--- config.mk ---
export PLATFORM = sky130hd
export DESIGN_NAME = alu_seq
export DESIGN_NICKNAME = d
export VERILOG_FILES = /design/src/rtl/alu_pkg.sv /design/src/rtl/alu_seq_iter.sv /design/src/rtl/alu_seq.sv
export SDC_FILE = /design/constraint.sdc
export NUM_CORES = 1
export LEC_CHECK = 0
export ABC_AREA = 1
export CORE_MARGIN = 10
export CORE_UTILIZATION = 46
export CTS_CLUSTER_DIAMETER = 80
export CTS_CLUSTER_SIZE = 40
export DETAILED_ROUTE_END_ITERATION = 16
export HOLD_SLACK_MARGIN = 0.1
export PLACE_DENSITY = 0.78
export RECOVER_POWER = 100
export SETUP_SLACK_MARGIN = 0.2
export SLEW_MARGIN = 20
export SYNTH_ARGS = -nofsm -noshare
export SYNTH_HDL_FRONTEND = slang
export SYNTH_SLANG_ARGS = --single-unit
export TNS_END_PERCENT = 30
--- constraint.sdc ---
create_clock -name clk -period 1.7 [get_ports clk]
set_clock_uncertainty 0.05 [all_clocks]
set_input_delay 0.34 -clock clk [delete_from_list [all_inputs] [get_ports clk]]
set_output_delay 0.34 -clock clk [all_outputs]
set_load 0.01 [all_outputs]
--- src/rtl/alu_pkg.sv ---
// Shared definitions for alu_seq: opcodes, flag bit positions, FSM states and
// the iterative-unit operation kinds.
package alu_pkg;

  localparam logic [3:0] OP_ADD = 4'd0;
  localparam logic [3:0] OP_ADC = 4'd1;
  localparam logic [3:0] OP_SUB = 4'd2;
  localparam logic [3:0] OP_SBB = 4'd3;
  localparam logic [3:0] OP_AND = 4'd4;
  localparam logic [3:0] OP_OR  = 4'd5;
  localparam logic [3:0] OP_XOR = 4'd6;
  localparam logic [3:0] OP_NOT = 4'd7;
  localparam logic [3:0] OP_SHL = 4'd8;
  localparam logic [3:0] OP_SHR = 4'd9;
  localparam logic [3:0] OP_ASR = 4'd10;
  localparam logic [3:0] OP_MUL = 4'd11;

  localparam int FL_C   = 0;
  localparam int FL_Z   = 1;
  localparam int FL_N   = 2;
  localparam int FL_V   = 3;
  localparam int FL_ILL = 4;

  typedef enum logic [1:0] {
    ST_IDLE = 2'd0,
    ST_BUSY = 2'd1,
    ST_DONE = 2'd2
  } state_t;

  typedef enum logic [1:0] {
    IK_SHL = 2'd0,
    IK_SHR = 2'd1,
    IK_ASR = 2'd2,
    IK_MUL = 2'd3
  } iter_kind_t;

  function automatic logic [7:0] pack_flags(input logic c, input logic z, input logic n,
                                            input logic v, input logic ill);
    logic [7:0] f;
    f         = '0;
    f[FL_C]   = c;
    f[FL_Z]   = z;
    f[FL_N]   = n;
    f[FL_V]   = v;
    f[FL_ILL] = ill;
    return f;
  endfunction

endpackage

--- src/rtl/alu_seq_iter.sv ---
// One-bit-per-cycle shifter and shift-add multiplier with iteration counter.
// The multiplier registers exist only when ALU_MUL_EN is defined.
module alu_seq_iter
  import alu_pkg::*;
#(
  parameter int WIDTH = 8,
  parameter int CNT_W = $clog2(WIDTH + 1)
) (
  input  logic             clk,
  input  logic             rst,
  input  logic             start_i,
  input  logic             step_i,
  input  iter_kind_t       kind_i,
  input  logic [WIDTH-1:0] a_i,
  input  logic [WIDTH-1:0] b_i,
  output logic [WIDTH-1:0] res_o,
  output logic             c_o,
  output logic             last_o
);

  iter_kind_t       kind_q;
  logic [WIDTH-1:0] acc_q, acc_d;
  logic [CNT_W-1:0] cnt_q;
  logic             c_d;
  logic [CNT_W-1:0] shift_cnt;

`ifdef ALU_MUL_EN
  logic [WIDTH-1:0] mcand_q;
  logic [WIDTH-1:0] hi_q, hi_d;
  logic [WIDTH:0]   sum;
`endif

  // Shift amounts of WIDTH or more saturate: further steps cannot change the result.
  assign shift_cnt = (b_i >= WIDTH'(WIDTH)) ? CNT_W'(WIDTH) : b_i[CNT_W-1:0];

  always_comb begin
    acc_d = acc_q;
    c_d   = 1'b0;
`ifdef ALU_MUL_EN
    hi_d  = hi_q;
    sum   = '0;
`endif
    unique case (kind_q)
      IK_SHL: begin
        c_d   = acc_q[WIDTH-1];
        acc_d = {acc_q[WIDTH-2:0], 1'b0};
      end
      IK_SHR: begin
        c_d   = acc_q[0];
        acc_d = {1'b0, acc_q[WIDTH-1:1]};
      end
      IK_ASR: begin
        c_d   = acc_q[0];
        acc_d = {acc_q[WIDTH-1], acc_q[WIDTH-1:1]};
      end
      default: begin
`ifdef ALU_MUL_EN
        // acc_q holds the unconsumed multiplier bits, then the low product half.
        sum   = {1'b0, hi_q} + (acc_q[0] ? {1'b0, mcand_q} : '0);
        hi_d  = sum[WIDTH:1];
        acc_d = {sum[0], acc_q[WIDTH-1:1]};
        c_d   = |sum[WIDTH:1];
`endif
      end
    endcase
  end

  always_ff @(posedge clk or negedge rst) begin
    if (!rst) begin
      kind_q  <= IK_SHL;
      acc_q   <= '0;
      cnt_q   <= '0;
`ifdef ALU_MUL_EN
      mcand_q <= '0;
      hi_q    <= '0;
`endif
    end else if (start_i) begin
      kind_q  <= kind_i;
      cnt_q   <= (kind_i == IK_MUL) ? CNT_W'(WIDTH) : shift_cnt;
`ifdef ALU_MUL_EN
      acc_q   <= (kind_i == IK_MUL) ? b_i : a_i;
      mcand_q <= a_i;
      hi_q    <= '0;
`else
      acc_q   <= a_i;
`endif
    end else if (step_i && (cnt_q != '0)) begin
      acc_q   <= acc_d;
      cnt_q   <= cnt_q - 1'b1;
`ifdef ALU_MUL_EN
      hi_q    <= hi_d;
`endif
    end
  end

  // Next-state values are exported so the final step's result is captured on that same edge.
  assign res_o  = acc_d;
  assign c_o    = c_d;
  assign last_o = (cnt_q == CNT_W'(1));

endmodule

--- src/rtl/alu_seq.sv ---
// Handshaked sequential ALU: single-cycle arithmetic/logic, iterative shifts and
// an optional shift-add multiply enabled by the ALU_MUL_EN macro.
module alu_seq
  import alu_pkg::*;
#(
  parameter int WIDTH = 8,
  parameter int CNT_W = $clog2(WIDTH + 1)
) (
  input  logic             clk,
  input  logic             rst,
  input  logic             in_valid,
  output logic             in_ready,
  input  logic [3:0]       op,
  input  logic [WIDTH-1:0] a,
  input  logic [WIDTH-1:0] b,
  input  logic             ci,
  output logic             out_valid,
  input  logic             out_ready,
  output logic [WIDTH-1:0] d,
  output logic [7:0]       fo
);

  state_t           state_q, state_d;
  logic [WIDTH-1:0] d_q, d_d;
  logic [7:0]       fo_q, fo_d;

  logic [WIDTH:0]   sum;
  logic             cin;
  logic [WIDTH-1:0] alu_res;
  logic             alu_c, alu_v, alu_ill, is_iter;
  iter_kind_t       kind;

  logic             iter_start, iter_step, iter_c, iter_last;
  logic [WIDTH-1:0] iter_res;

  assign cin = ((op == OP_ADC) || (op == OP_SBB)) & ci;

  always_comb begin
    sum     = '0;
    alu_res = '0;
    alu_c   = 1'b0;
    alu_v   = 1'b0;
    alu_ill = 1'b0;
    is_iter = 1'b0;
    kind    = IK_SHL;
    case (op)
      OP_ADD, OP_ADC: begin
        sum     = {1'b0, a} + {1'b0, b} + (WIDTH+1)'(cin);
        alu_res = sum[WIDTH-1:0];
        alu_c   = sum[WIDTH];
        alu_v   = (a[WIDTH-1] == b[WIDTH-1]) && (sum[WIDTH-1] != a[WIDTH-1]);
      end
      OP_SUB, OP_SBB: begin
        // Bit WIDTH of the difference is the borrow.
        sum     = {1'b0, a} - {1'b0, b} - (WIDTH+1)'(cin);
        alu_res = sum[WIDTH-1:0];
        alu_c   = sum[WIDTH];
        alu_v   = (a[WIDTH-1] != b[WIDTH-1]) && (sum[WIDTH-1] != a[WIDTH-1]);
      end
      OP_AND: alu_res = a & b;
      OP_OR:  alu_res = a | b;
      OP_XOR: alu_res = a ^ b;
      OP_NOT: alu_res = ~a;
      OP_SHL, OP_SHR, OP_ASR: begin
        alu_res = a;
        is_iter = (b != '0);
        kind    = (op == OP_SHL) ? IK_SHL : (op == OP_SHR) ? IK_SHR : IK_ASR;
      end
`ifdef ALU_MUL_EN
      OP_MUL: begin
        is_iter = 1'b1;
        kind    = IK_MUL;
      end
`endif
      default: alu_ill = 1'b1;
    endcase
  end

  always_comb begin
    state_d    = state_q;
    d_d        = d_q;
    fo_d       = fo_q;
    iter_start = 1'b0;
    unique case (state_q)
      ST_IDLE: begin
        if (in_valid) begin
          if (is_iter) begin
            iter_start = 1'b1;
            state_d    = ST_BUSY;
          end else begin
            d_d     = alu_res;
            fo_d    = pack_flags(alu_c, alu_res == '0, alu_res[WIDTH-1], alu_v, alu_ill);
            state_d = ST_DONE;
          end
        end
      end
      ST_BUSY: begin
        if (iter_last) begin
          d_d     = iter_res;
          fo_d    = pack_flags(iter_c, iter_res == '0, iter_res[WIDTH-1], 1'b0, 1'b0);
          state_d = ST_DONE;
        end
      end
      ST_DONE: begin
        if (out_ready) state_d = ST_IDLE;
      end
      default: state_d = ST_IDLE;
    endcase
  end

  always_ff @(posedge clk or negedge rst) begin
    if (!rst) begin
      state_q <= ST_IDLE;
      d_q     <= '0;
      fo_q    <= '0;
    end else begin
      state_q <= state_d;
      d_q     <= d_d;
      fo_q    <= fo_d;
    end
  end

  assign iter_step = (state_q == ST_BUSY);

  alu_seq_iter #(
    .WIDTH (WIDTH),
    .CNT_W (CNT_W)
  ) u_iter (
    .clk     (clk),
    .rst     (rst),
    .start_i (iter_start),
    .step_i  (iter_step),
    .kind_i  (kind),
    .a_i     (a),
    .b_i     (b),
    .res_o   (iter_res),
    .c_o     (iter_c),
    .last_o  (iter_last)
  );

  assign in_ready  = (state_q == ST_IDLE);
  assign out_valid = (state_q == ST_DONE);
  assign d         = d_q;
  assign fo        = fo_q;

endmodule

; ---- After elaboration in Yosys (flattened, before gate mapping)
; Cells that the tools add are included.
; Widths: inputs -> output; s select.
[classes]
n_lt_le_gt_ge = 1
n_bitwise = 5
eq_ne = 24
addsub = 5
n_mux = 32
reduce_logical = 20
[ops]
columns = cell, count
row1 = $mux 8, 8
row2 = $pmux 8 s7, 1
row3 = $pmux 8 s2, 2
row4 = $pmux 8 s3, 1
row5 = $eq 4x3->1 const B, 4
row6 = $logic_not 8->1, 2
row7 = $mux 4, 4
row8 = $mux 2, 7
row9 = $eq 4x4->1 const B, 3
row10 = $reduce_or 11->1, 1
row11 = $add 8x8->9, 1
row12 = $add 9x1->9, 1
row13 = $sub 8x8->9, 1
row14 = $sub 9x1->9, 1
row15 = $and 8x8->8, 1
row16 = $eq 4x1->1 const B, 2
row17 = $eq 4x2->1 const B, 2
row18 = $ge 8x4->1 const B, 1
row19 = $not 8->8, 1
row20 = $or 8x8->8, 1
row21 = $reduce_bool 8->1, 1
row22 = $xor 8x8->8, 1
row23 = $eq 2x2->1 const B, 3
row24 = $ne 2x2->1 const B, 3
row25 = 19 further kinds, 34
[word_totals]
output_inout_bits = 18
reg_bits = 32
in_bits = 25

; ---- Depth between registers and ports, before layout
[depth]
ltp_word = 10
mapped_depth = 17

; ---- Modules after synthesis
; A second synthesis with hierarchy kept.
[unflattened]
cells_unflattened = 544
area_unflattened_um2 = 3389.5
[modules_own_cells]
columns = module, area_per_inst_um2, cells_per_inst, n_inst, seq_area_each_um2
row1 = alu_seq, 2323.5, 391, 1, 350.3
row2 = alu_seq_iter, 1066.0, 153, 1, 350.3

; ---- Worst setup path before layout
; No wires, ideal clock.
[synth_timing]
path_type = input to register
startpoint = input op[3]
endpoint = register fo_q[1], in the netlist fo[1]
setup_ns = 0.077
arrival_ns = 2.204
stages = 15
path_slack_ns = -0.632
path_cell_list = nor2_1 nand3_1 fa_1 fa_1 nand2_1 inv_1 nor2_1 o21ai_0 nor2_1 nand2_1 nor2_1 nand2_1 nor2_1 nand3_1 a21oi_1
[synth_via]
elab_chain_cells = 9
elab_cells_between_ends = 26
classes_between = add/sub (2) / eq/ne (11) / mux (5) / bitwise (1) / reduce/logical (7)
[synth_lines]
columns = item, line_no
row1 = from (decl), alu_seq.sv:13  ; input logic [3:0] op,
row2 = $eq 4x1->1 or $eq 4x2->1 (tied branches), -
row3 = $logic_or 1x1->1, alu_seq.sv:36  ; assign cin = ((op == OP_ADC) || (op == OP_SBB)) & ci;
row4 = $and 1x1->1, alu_seq.sv:36
row5 = $sub 9x1->9 or $add 9x1->9 (tied branches), "alu_seq.sv:55, alu_seq.sv:48"
row6 = $pmux 8 s7, alu_seq.sv:46  ; case (op)
row7 = $logic_not 8->1, alu_seq.sv:92  ; fo_d = pack_flags(alu_c, alu_res == '0, alu_res[WIDTH-1], alu_v, alu_ill);
row8 = $mux 8, alu_seq.sv:87  ; if (is_iter) begin
row9 = $mux 8, alu_seq.sv:86  ; if (in_valid) begin
row10 = $pmux 8 s2, alu_seq.sv:84  ; unique case (state_q)
row11 = to (signal assigned), alu_seq.sv:119  ; fo_q <= fo_d;
row12 = to (decl), alu_seq.sv:25  ; logic [7:0] fo_q, fo_d;
; Parallel ways exist; a longest one is shown, timed or not. The select of a mux whose other input is x is not followed.
; A chain may end at the register's enable or synchronous reset.

; ---- Final worst setup path
[layout_timing]
startpoint = input op[2]
endpoint = register fo_q[1], in the netlist fo[1]
; The elaborated chain is that of the path after synthesis.

==> results.json <==
{
  "status": "finished with violations",
  "violations": "negative setup slack",
  "path_clk_slew_ps": 90,
  "nets": 733,
  "utilization": 0.7330,
  "ant_nets": 0,
  "wl_met3_um": 1072,
  "cp_max_fo": 3,
  "diodes": 0,
  "setup_viol": 23,
  "antenna_found_initial": 0,
  "regArea_sq_um": 700.7,
  "routed_wirelength_um": 12690,
  "vias_per_cell": 5.595,
  "synth_area_sq_um": 3273,
  "async_flop_share": 1.000,
  "via_count": 4269,
  "synth.avg_cell_area_sq_um": 6.307,
  "io_buffers": 39,
  "globalplace.congestion": 1.022,
  "grt_pass1_vias": 4134,
  "pwr_density_cell_nw_per_um2": 990.3,
  "gr-total-overflow": 0,
  "cts.sink_count": 28,
  "grt_usage": 0.2118,
  "post-route-min-period_ps": 2395,
  "drcViolationCount": 0,
  "hold_class": "reg -> reg",
  "fp.dieW_um": 104.4,
  "die_h_um": 104.4,
  "cpMaxStageDelayCell": "fa_2",
  "yosysMostFrequentCell": "nand2_1",
  "drtIter0Drc": 420,
  "area_growth_pct": 53.82,
  "n_fill_cell": 526,
  "synthTopCellsByArea": "dfrtp_1 (21%), nand2_1 (15%), ha_1 (14%), inv_1 (9.7%), nor2_1 (7.8%)",
  "netlist.top_cell.by_area": "dfrtp_1",
  "crit_chain": "buf_8, nor2_4, nand3_4, fa_2, fa_2, buf_4, nand2_1, nand3b_1, nand3_1, nand2_2, nor2_1, nand2_1, nor2_1, nand3_1, a21oi_2",
  "holdBufCountCts": 0,
  "synth_flop_cell": "dfrtp_1",
  "wl_met1_um": 5020,
  "multi_input_area_sq_um": 2556,
  "design_power_total_uw": 4986,
  "synth_cells": 519,
  "h-tree-depth": 1,
  "dpl_worst_slack_ps": -1243,
  "highest_layer": "met4",
  "final-hold-violation-count": 0,
  "rsz0062_at_grt": "true",
  "grt_max_degree": 29,
  "met2_length_um": 5846,
  "crit_arrival_ps": 2550,
  "routedWlPerCell_um": 16.63,
  "final_area_sq_um": 5035,
  "max_stage_delay_ps": 380,
  "dp_hpwl_um": 9244,
  "placed_area_sq_um": 4453,
  "synth-edff-count": 0,
  "synthTopCellsByCount": "nand2_1 (130), inv_1 (85), nor2_1 (68)",
  "worst_slack_ps": -695.3,
  "insertion_delay_ps": 280,
  "end_kind": "flop",
  "core-area_sq_um": 6869,
  "fp-row-count": 30,
  "fp.dieArea_sq_um": 10890,
  "max_freq_mhz": 417.5,
  "fin_crit_sh": 1.409,
  "synth_seq_cells": 28,
  "numCtsBuffers": 3,
  "grt_pass1_wl_um": 19580,
  "io_pins": 43,
  "max-slew-margin-rel": 0.5209,
  "initial_core_util": 0.4765,
  "tritoncts": "done",
  "ir_worst_vdd_mv": 0.5053,
  "leakagePower_uw": 0.002622,
  "ys_seq_area_frac": 0.2141,
  "critical_path_required_ps": 1850,
  "netlist.area_leader.share": 0.2141,
  "cap_violations": 0,
  "first_pass_iters": 7,
  "clockRootBuffer": "clkbuf_8",
  "drive_gt1_frac": 0.3478,
  "worstSetupPathType": "in -> reg",
  "critPathLaunchType": "input port",
  "synthDistinctLibCells": 34,
  "ys_warn_count": 0,
  "clock_path_buffers": 2,
  "tightest_slew_ps": 718.6,
  "slew_violations": 0
}
-- state kept, by name, summed over array words and instances, names as in the netlist --
signal and count:
state_q 2, u_iter.cnt_q 4, u_iter.kind_q 2, d 7, fo 5, u_iter.acc_q 8
-- critical path, delay by kind of cell --
kind / cells / cell delay [ps]
compound gates: 1 / 130
fa+ha+maj: 2 / 750
buf+inv: 2 / 260
simple gates: 10 / 1080
-- power by group --
group	switching [uW]	total [uW]	internal, uW
logic	1900	3310	1420
registers	195	1140	945
clock network	215	531	315
-- cell families after synthesis --
group                      count (synthesis)  synth area share
buffers and inverters                     99            0.1258
adders and majority gates                 40            0.1621
AOI/OAI and AO/OA                         76            0.1342
DFF                                       28            0.2141
and+or+nand+nor                          274            0.3601
xor gates and xnor gates                   1          0.002676
other                                      1          0.001146
-- cell usage in the layout (no fill, tap or decap), types with 10 or more instances in the layout --
master	Yosys	layout
nor2_2	1	11
o21ai_1	2	10
nor2_4	2	11
dlygate4sd2_1	0	19
nor2_1	68	49
dfrtp_1	28	28
buf_6	0	18
inv_2	2	20
inv_1	85	66
o21ai_0	37	25
nand3_1	49	42
buf_4	7	98
ha_4	0	11
nand2_1	130	116
nand2_2	1	15
ha_1	36	23
-- per-stage QoR --
| stage | std cells | hold slack, ps | setup TNS [ps] |
|---|---|---|---|
| after floorplan | 521 | -5.591 | -3770 |
| after CTS | 758 | 398.3 | -4793 |
| after global placement | 742 | 419.3 | -22020 |
| after detailed placement | 742 | 427.3 | -24280 |
| after global routing | 763 | 465.3 | -7990 |
| final | 763 | 442.7 | -5801 |
-- worst paths after layout --
path,from,end,slack (ps),cells past startpoint
worst max-delay path,op[2],fo[1],-700,15
worst min-delay path,d[0],d[0],440,2
worst max register to register,u_iter.kind_q[0],fo[1],-310,11
worst min register to register,d[0],d[0],440,2
max in group asynchronous,rst,d[2],540,2
min in group asynchronous,rst,u_iter.acc_q[4],580,2
-- metal layers --
| metal | vias up | track usage |
|---|---|---|
| li1 | 1962 | - |
| met1 | 1939 | 0.2563 |
| met2 | 297 | 0.3514 |
| met3 | 71 | 0.02974 |
| met4 | 0 | 0.1163 |
| met5 | - | 0 |
-- layout make-up --
cell class,count,share of cell area
Clock inverter,1,0.005964
Timing Repair Buffer,152,0.2475
Clock buffer,3,0.008201
Timing Repair inverter,1,0.001491
Sequential cell,28,0.1392
Inverter,88,0.06610
Tap cell,96,0.02386
Multi-Input combinational cell,394,0.5077
-- repair_timing --
action                                  CTS  global route
setup buffers                            10             5
gates resized for setup                 151            63
cloned                                    2             0
pin swaps                                44            38
endpoints found under the setup margin   43            30
Power figures use the tool's default switching activity.
